--- config.mk ---
export PLATFORM = sky130hd
export DESIGN_NAME = short_list_loader
export DESIGN_NICKNAME = d
export VERILOG_FILES = /design/src/rtl/short_list_loader.sv
export SDC_FILE = /design/constraint.sdc
export NUM_CORES = 1
export LEC_CHECK = 0
export CAP_MARGIN = 30
export CELL_PAD_IN_SITES_DETAIL_PLACEMENT = 1
export CELL_PAD_IN_SITES_GLOBAL_PLACEMENT = 2
export CORE_ASPECT_RATIO = 1.1
export CORE_MARGIN = 2
export CORE_UTILIZATION = 23
export DETAILED_ROUTE_END_ITERATION = 10
export PLACE_DENSITY = 0.85
export REMOVE_ABC_BUFFERS = 1
export SETUP_SLACK_MARGIN = 0.15
export SYNTH_ARGS = -nofsm -noshare
export SYNTH_HDL_FRONTEND = slang
export SYNTH_SLANG_ARGS = --single-unit
--- constraint.sdc ---
create_clock -name clk -period 1.55 [get_ports clk]
set_input_delay 0.2325 -clock clk [delete_from_list [all_inputs] [get_ports clk]]
set_output_delay 0.2325 -clock clk [all_outputs]
set_load 0.02 [all_outputs]
--- src/rtl/short_list_loader.sv ---
// Builds a fixed-length list of random words for merge_sort: the first WEIGHT
// words are forced even, the rest get bits[1:0]=01, then the sorter is kicked.
module short_list_loader #(
    parameter int INT_WIDTH   = 32,
    parameter int INDEX_WIDTH = 10,
    parameter int LIST_LEN    = 761,
    parameter int WEIGHT      = 286
) (
    input  logic                   clk,
    input  logic                   rst,
    input  logic                   start,
    input  logic                   rand_valid,
    input  logic [INT_WIDTH-1:0]   rand_data,
    output logic                   rand_ready,
    output logic                   wr_en,
    output logic [INDEX_WIDTH-1:0] wr_addr,
    output logic [INT_WIDTH-1:0]   data_out,
    output logic                   sort_start,
    input  logic                   sort_done,
    output logic                   busy,
    output logic                   done,
    output logic [2:0]             dbg_state
);

    // Handshake: a word moves from the random source when rand_valid && rand_ready
    // in the same cycle; rand_ready depends only on the state, never on rand_valid.
    typedef enum logic [2:0] {
        ST_IDLE      = 3'd0,
        ST_LOAD      = 3'd1,
        ST_KICK      = 3'd2,
        ST_WAIT_SORT = 3'd3,
        ST_DONE      = 3'd4
    } state_t;

    state_t                 r_state;
    state_t                 w_next;
    logic [INDEX_WIDTH-1:0] r_count;
    logic                   r_sort_start;
    logic                   r_wr_en;
    logic [INDEX_WIDTH-1:0] r_wr_addr;
    logic [INT_WIDTH-1:0]   r_data;
    logic                   w_xfer;
    logic                   w_last;
    logic                   w_in_weight;
    logic                   w_accept_start;
    logic [INT_WIDTH-1:0]   w_word;

    assign w_xfer         = (r_state == ST_LOAD) && rand_valid;
    assign w_last         = (r_count == INDEX_WIDTH'(LIST_LEN - 1));
    assign w_in_weight    = (32'(r_count) < 32'(WEIGHT));
    assign w_accept_start = start && ((r_state == ST_IDLE) || (r_state == ST_DONE));

    always_comb begin
        w_word = rand_data;
        if (w_in_weight) begin
            w_word[0] = 1'b0;
        end else begin
            w_word[1] = 1'b0;
            w_word[0] = 1'b1;
        end
    end

    always_comb begin
        w_next = r_state;
        case (r_state)
            ST_IDLE, ST_DONE: if (start) w_next = ST_LOAD;
            ST_LOAD:          if (w_xfer && w_last) w_next = ST_KICK;
            ST_KICK:          w_next = ST_WAIT_SORT;
            // sort_done seen in the sort_start cycle is stale from a previous sort
            ST_WAIT_SORT:     if (sort_done && !r_sort_start) w_next = ST_DONE;
            default:          w_next = ST_IDLE;
        endcase
    end

    always_ff @(posedge clk) begin
        if (rst) begin
            r_state      <= ST_IDLE;
            r_count      <= '0;
            r_sort_start <= 1'b0;
            r_wr_en      <= 1'b0;
            r_wr_addr    <= '0;
            r_data       <= '0;
        end else begin
            r_state      <= w_next;
            r_sort_start <= (r_state == ST_KICK);
            r_wr_en      <= w_xfer;
            if (w_accept_start) begin
                r_count <= '0;
            end else if (w_xfer && !w_last) begin
                r_count <= r_count + 1'b1;
            end
            if (w_xfer) begin
                r_wr_addr <= r_count;
                r_data    <= w_word;
            end
        end
    end

    assign rand_ready = (r_state == ST_LOAD);
    assign busy       = (r_state == ST_LOAD) || (r_state == ST_KICK) || (r_state == ST_WAIT_SORT);
    assign done       = (r_state == ST_DONE);
    assign sort_start = r_sort_start;
    assign wr_en      = r_wr_en;
    assign wr_addr    = r_wr_addr;
    assign data_out   = r_data;
    assign dbg_state  = r_state;

endmodule

==> run_results.csv <==
group,metric,value,unit
outcome,status,"finished clean",
min_path,min_from,"rst",
sta,fmax,0.649,GHz
global_route,grt_max_degree,35,
power,ir_drop,0.361,mV
finish,stdcell_count,509,
global_route,gr-total-overflow,0,
route,antenna_left,0,
die,die_y,106,µm
die,start_util,23.5,%
route,dr.first_iter.drc_count,55,
setup_path,crit_start,"dbg_state[2]",
power,power,3350,µW
sta,setup_viol,0,
clocking,cts_tree,"yes",
place,port-buffer-count,85,
route,first_pass_iters,4,
setup_path,r2r_start,"dbg_state[2]",
synth,ys_types,39,
clocking,ctsRootBufferMaster,"clkbuf_8",
global_route,grt_pass1_wl,11.2,mm
clocking,clkSinkCount,57,
sta,slew_violations,0,
clocking,cts_max_path_buffers,2,
route,vias_per_cell,4.49,
job,drv_cap,0,
min_path,hold_path.class,"in2reg",
sta,relSlewSlack,72.9,%
setup_path,cp-start-kind,"flop",
setup_path,cp_max_fo,6,
place,dp.cells,479,
sta,final-hold-violation-count,0,
finish,drive_gt1_share,24.0,%
synth,synth-async-reset-ratio,0,%
global_route,grt_pass1_vias,2263,
setup_path,end_kind,"flop",
finish,area_delta_synth_final,73.4,%
power,p_leak,0.00162,µW
synth,synth_seq_cells,57,
synth,syn_area,0.00218,mm²
finish,fin_nets,428,
sta,fin_crit,1.54,ns
route,drc,0,
synth,syn_inst,268,
sta,skew,0.00690,ns
synth,avgSynthCellArea,8.15,µm²
sta,finalCritPeriodShare,99.4,%
die,io_pins,87,
route,vias,2287,
setup_path,cp_data_required_time,1.80,ns
synth,ys_seq_area_share,52.2,%
sta,fin_ws,0.00949,ns
finish,n_antenna_cell,0,
synth,synth_enable_flop_cells,0,
die,design.die.area,0.0103,mm²
sta,grt_setup_unrepaired,"yes",
die,rows,37,
clocking,insertion_delay,0.33,ns
clocking,cts_buffers,9,
place,post-place-ws,-0.199,ns
global_route,grtUsageTotal,13.6,%
place,dpl.hpwl,4.76,mm
route,wl_per_cell,14.3,µm
finish,fillers,1083,
place,routabilityCongestion,0.766,
setup_path,cp.arrival,1.80,ns
power,power_density,884,mW/mm²
global_route,antenna_found_initial,0,
synth,ys.flop_type,"dfxtp_1",
setup_path,critPathKind,"reg2reg",
synth,yosysWarnings,0,
clocking,htree_levels,3,
die,core,0.00931,mm²
route,wl,7.26,mm
sta,tightestPinTransition,0.407,ns
die,die_x,96.9,µm
clocking,cts.clk_slew.worst_paths,0.06,ns
-- flip-flops by register name, indices dropped and copies added (netlist names) --
signal	flops
wr_en	1
data_out	32
wr_addr	10
dbg_state	3
sort_start	1
r_count	10
-- layout by cell type, fill, tap and decap left out, drive strengths merged, types with 3 or more instances in the layout --
| cell | count |
|---|---|
| a21oi | 47 |
| buf | 44 |
| clkbuf | 12 |
| clkdlybuf4s50 | 34 |
| clkinv | 3 |
| dfxtp | 57 |
| dlygate4sd2 | 44 |
| inv | 5 |
| nand2 | 85 |
| nand3 | 4 |
| nand4 | 3 |
| nor2 | 13 |
| nor3 | 4 |
| o21ai | 3 |
| or3 | 3 |
| xnor2 | 3 |
-- timing repair --
action | CTS | global route
endpoints found under the setup margin | 75 | 46
pin swaps | 14 | 16
resized for setup | 95 | 32
setup buffers | 5 | 10
gates cloned | 0 | 1
hold endpoints to repair | 0 | 0
hold buffers | 0 | 0
-- logic make-up after synthesis --
kind of cell	count (synthesis)	share of synthesized area [%]
AND/OR/NAND/NOR	123	25.2
AO/OA/AOI/OAI	60	15.0
flip-flops	57	52.2
buffers and inverters	21	4.41
XOR/XNOR	5	2.00
adder cells (fa/ha/maj)	2	1.15
-- synth_stat cells (all sizes together) (2+ instances only) --
cell type	number	area, µm²
o21ai	3	15.0
o211ai	2	15.0
clkbuf	8	30.0
nor3	4	25.0
inv	5	18.8
xnor2	3	26.3
nand3	4	20.0
and4	2	17.5
a21oi	47	235
buf	8	47.5
dfxtp	57	1140
xor2	2	17.5
nand2	85	322
nand4bb	2	22.5
ha	2	25.0
nand4	3	18.8
nor2	13	51.3
or3	3	18.8
-- through the flow --
stage          hold WS, ns  area, µm²  util, %  setup TNS, ns
2_1_floorplan        0.302       2110        -         -32.66
3_3_place_gp         0.441       3300     35.5          -3.24
3_5_place_dp         0.448       3300     35.5          -4.21
4_1_cts              0.315       3580     38.5              0
5_1_grt              0.338       3790     40.7         -0.124
6_report             0.315       3790     40.7              0
-- final cells by class --
| type | instances | area [µm²] | area share, % |
|---|---|---|---|
| multi-input combinational | 190 | 1100 | 29.1 |
| clock buffer | 10 | 138 | 3.63 |
| timing repair buffer | 126 | 1180 | 31.3 |
| clock inverter | 4 | 45.0 | 1.19 |
| sequential | 57 | 1150 | 30.4 |
| inverter | 5 | 18.8 | 0.496 |
| tap | 117 | 146 | 3.87 |
-- worst max-delay path: stages, from the launching register on --
cell	delay [ns]
dfxtp_4	0.34
buf_6	0.12
buf_6	0.11
nand4bb_4	0.23
buf_6	0.16
or3_1	0.35
a21oi_1	0.16
-- layer usage --
metal | vias up | global-route usage, % | part of all wire [%] | routed length, µm
met5 | - | 0 | 0 | 0
met4 | 0 | 5.73 | 0.79 | 57
met3 | 7 | 3.55 | 4.8 | 348
met2 | 63 | 22.8 | 52 | 3750
met1 | 1076 | 16.5 | 43 | 3110
li1 | 1141 | - | - | -
-- where the power goes --
group | switching, µW | internal, µW
Sequential | 21.4 | 1500
Combinational | 235 | 241
Clock | 590 | 759
Total | 846 | 2500
-- final timing paths --
| check | end | slack, ns | cells past startpoint |
|---|---|---|---|
| max | r_count[4] | 0.009 | 6 |
| min | wr_addr[2] | 0.32 | 3 |
| max reg2reg | r_count[4] | 0.009 | 6 |
| min reg2reg | data_out[5] | 0.45 | 2 |
Power figures use the tool's default switching activity.
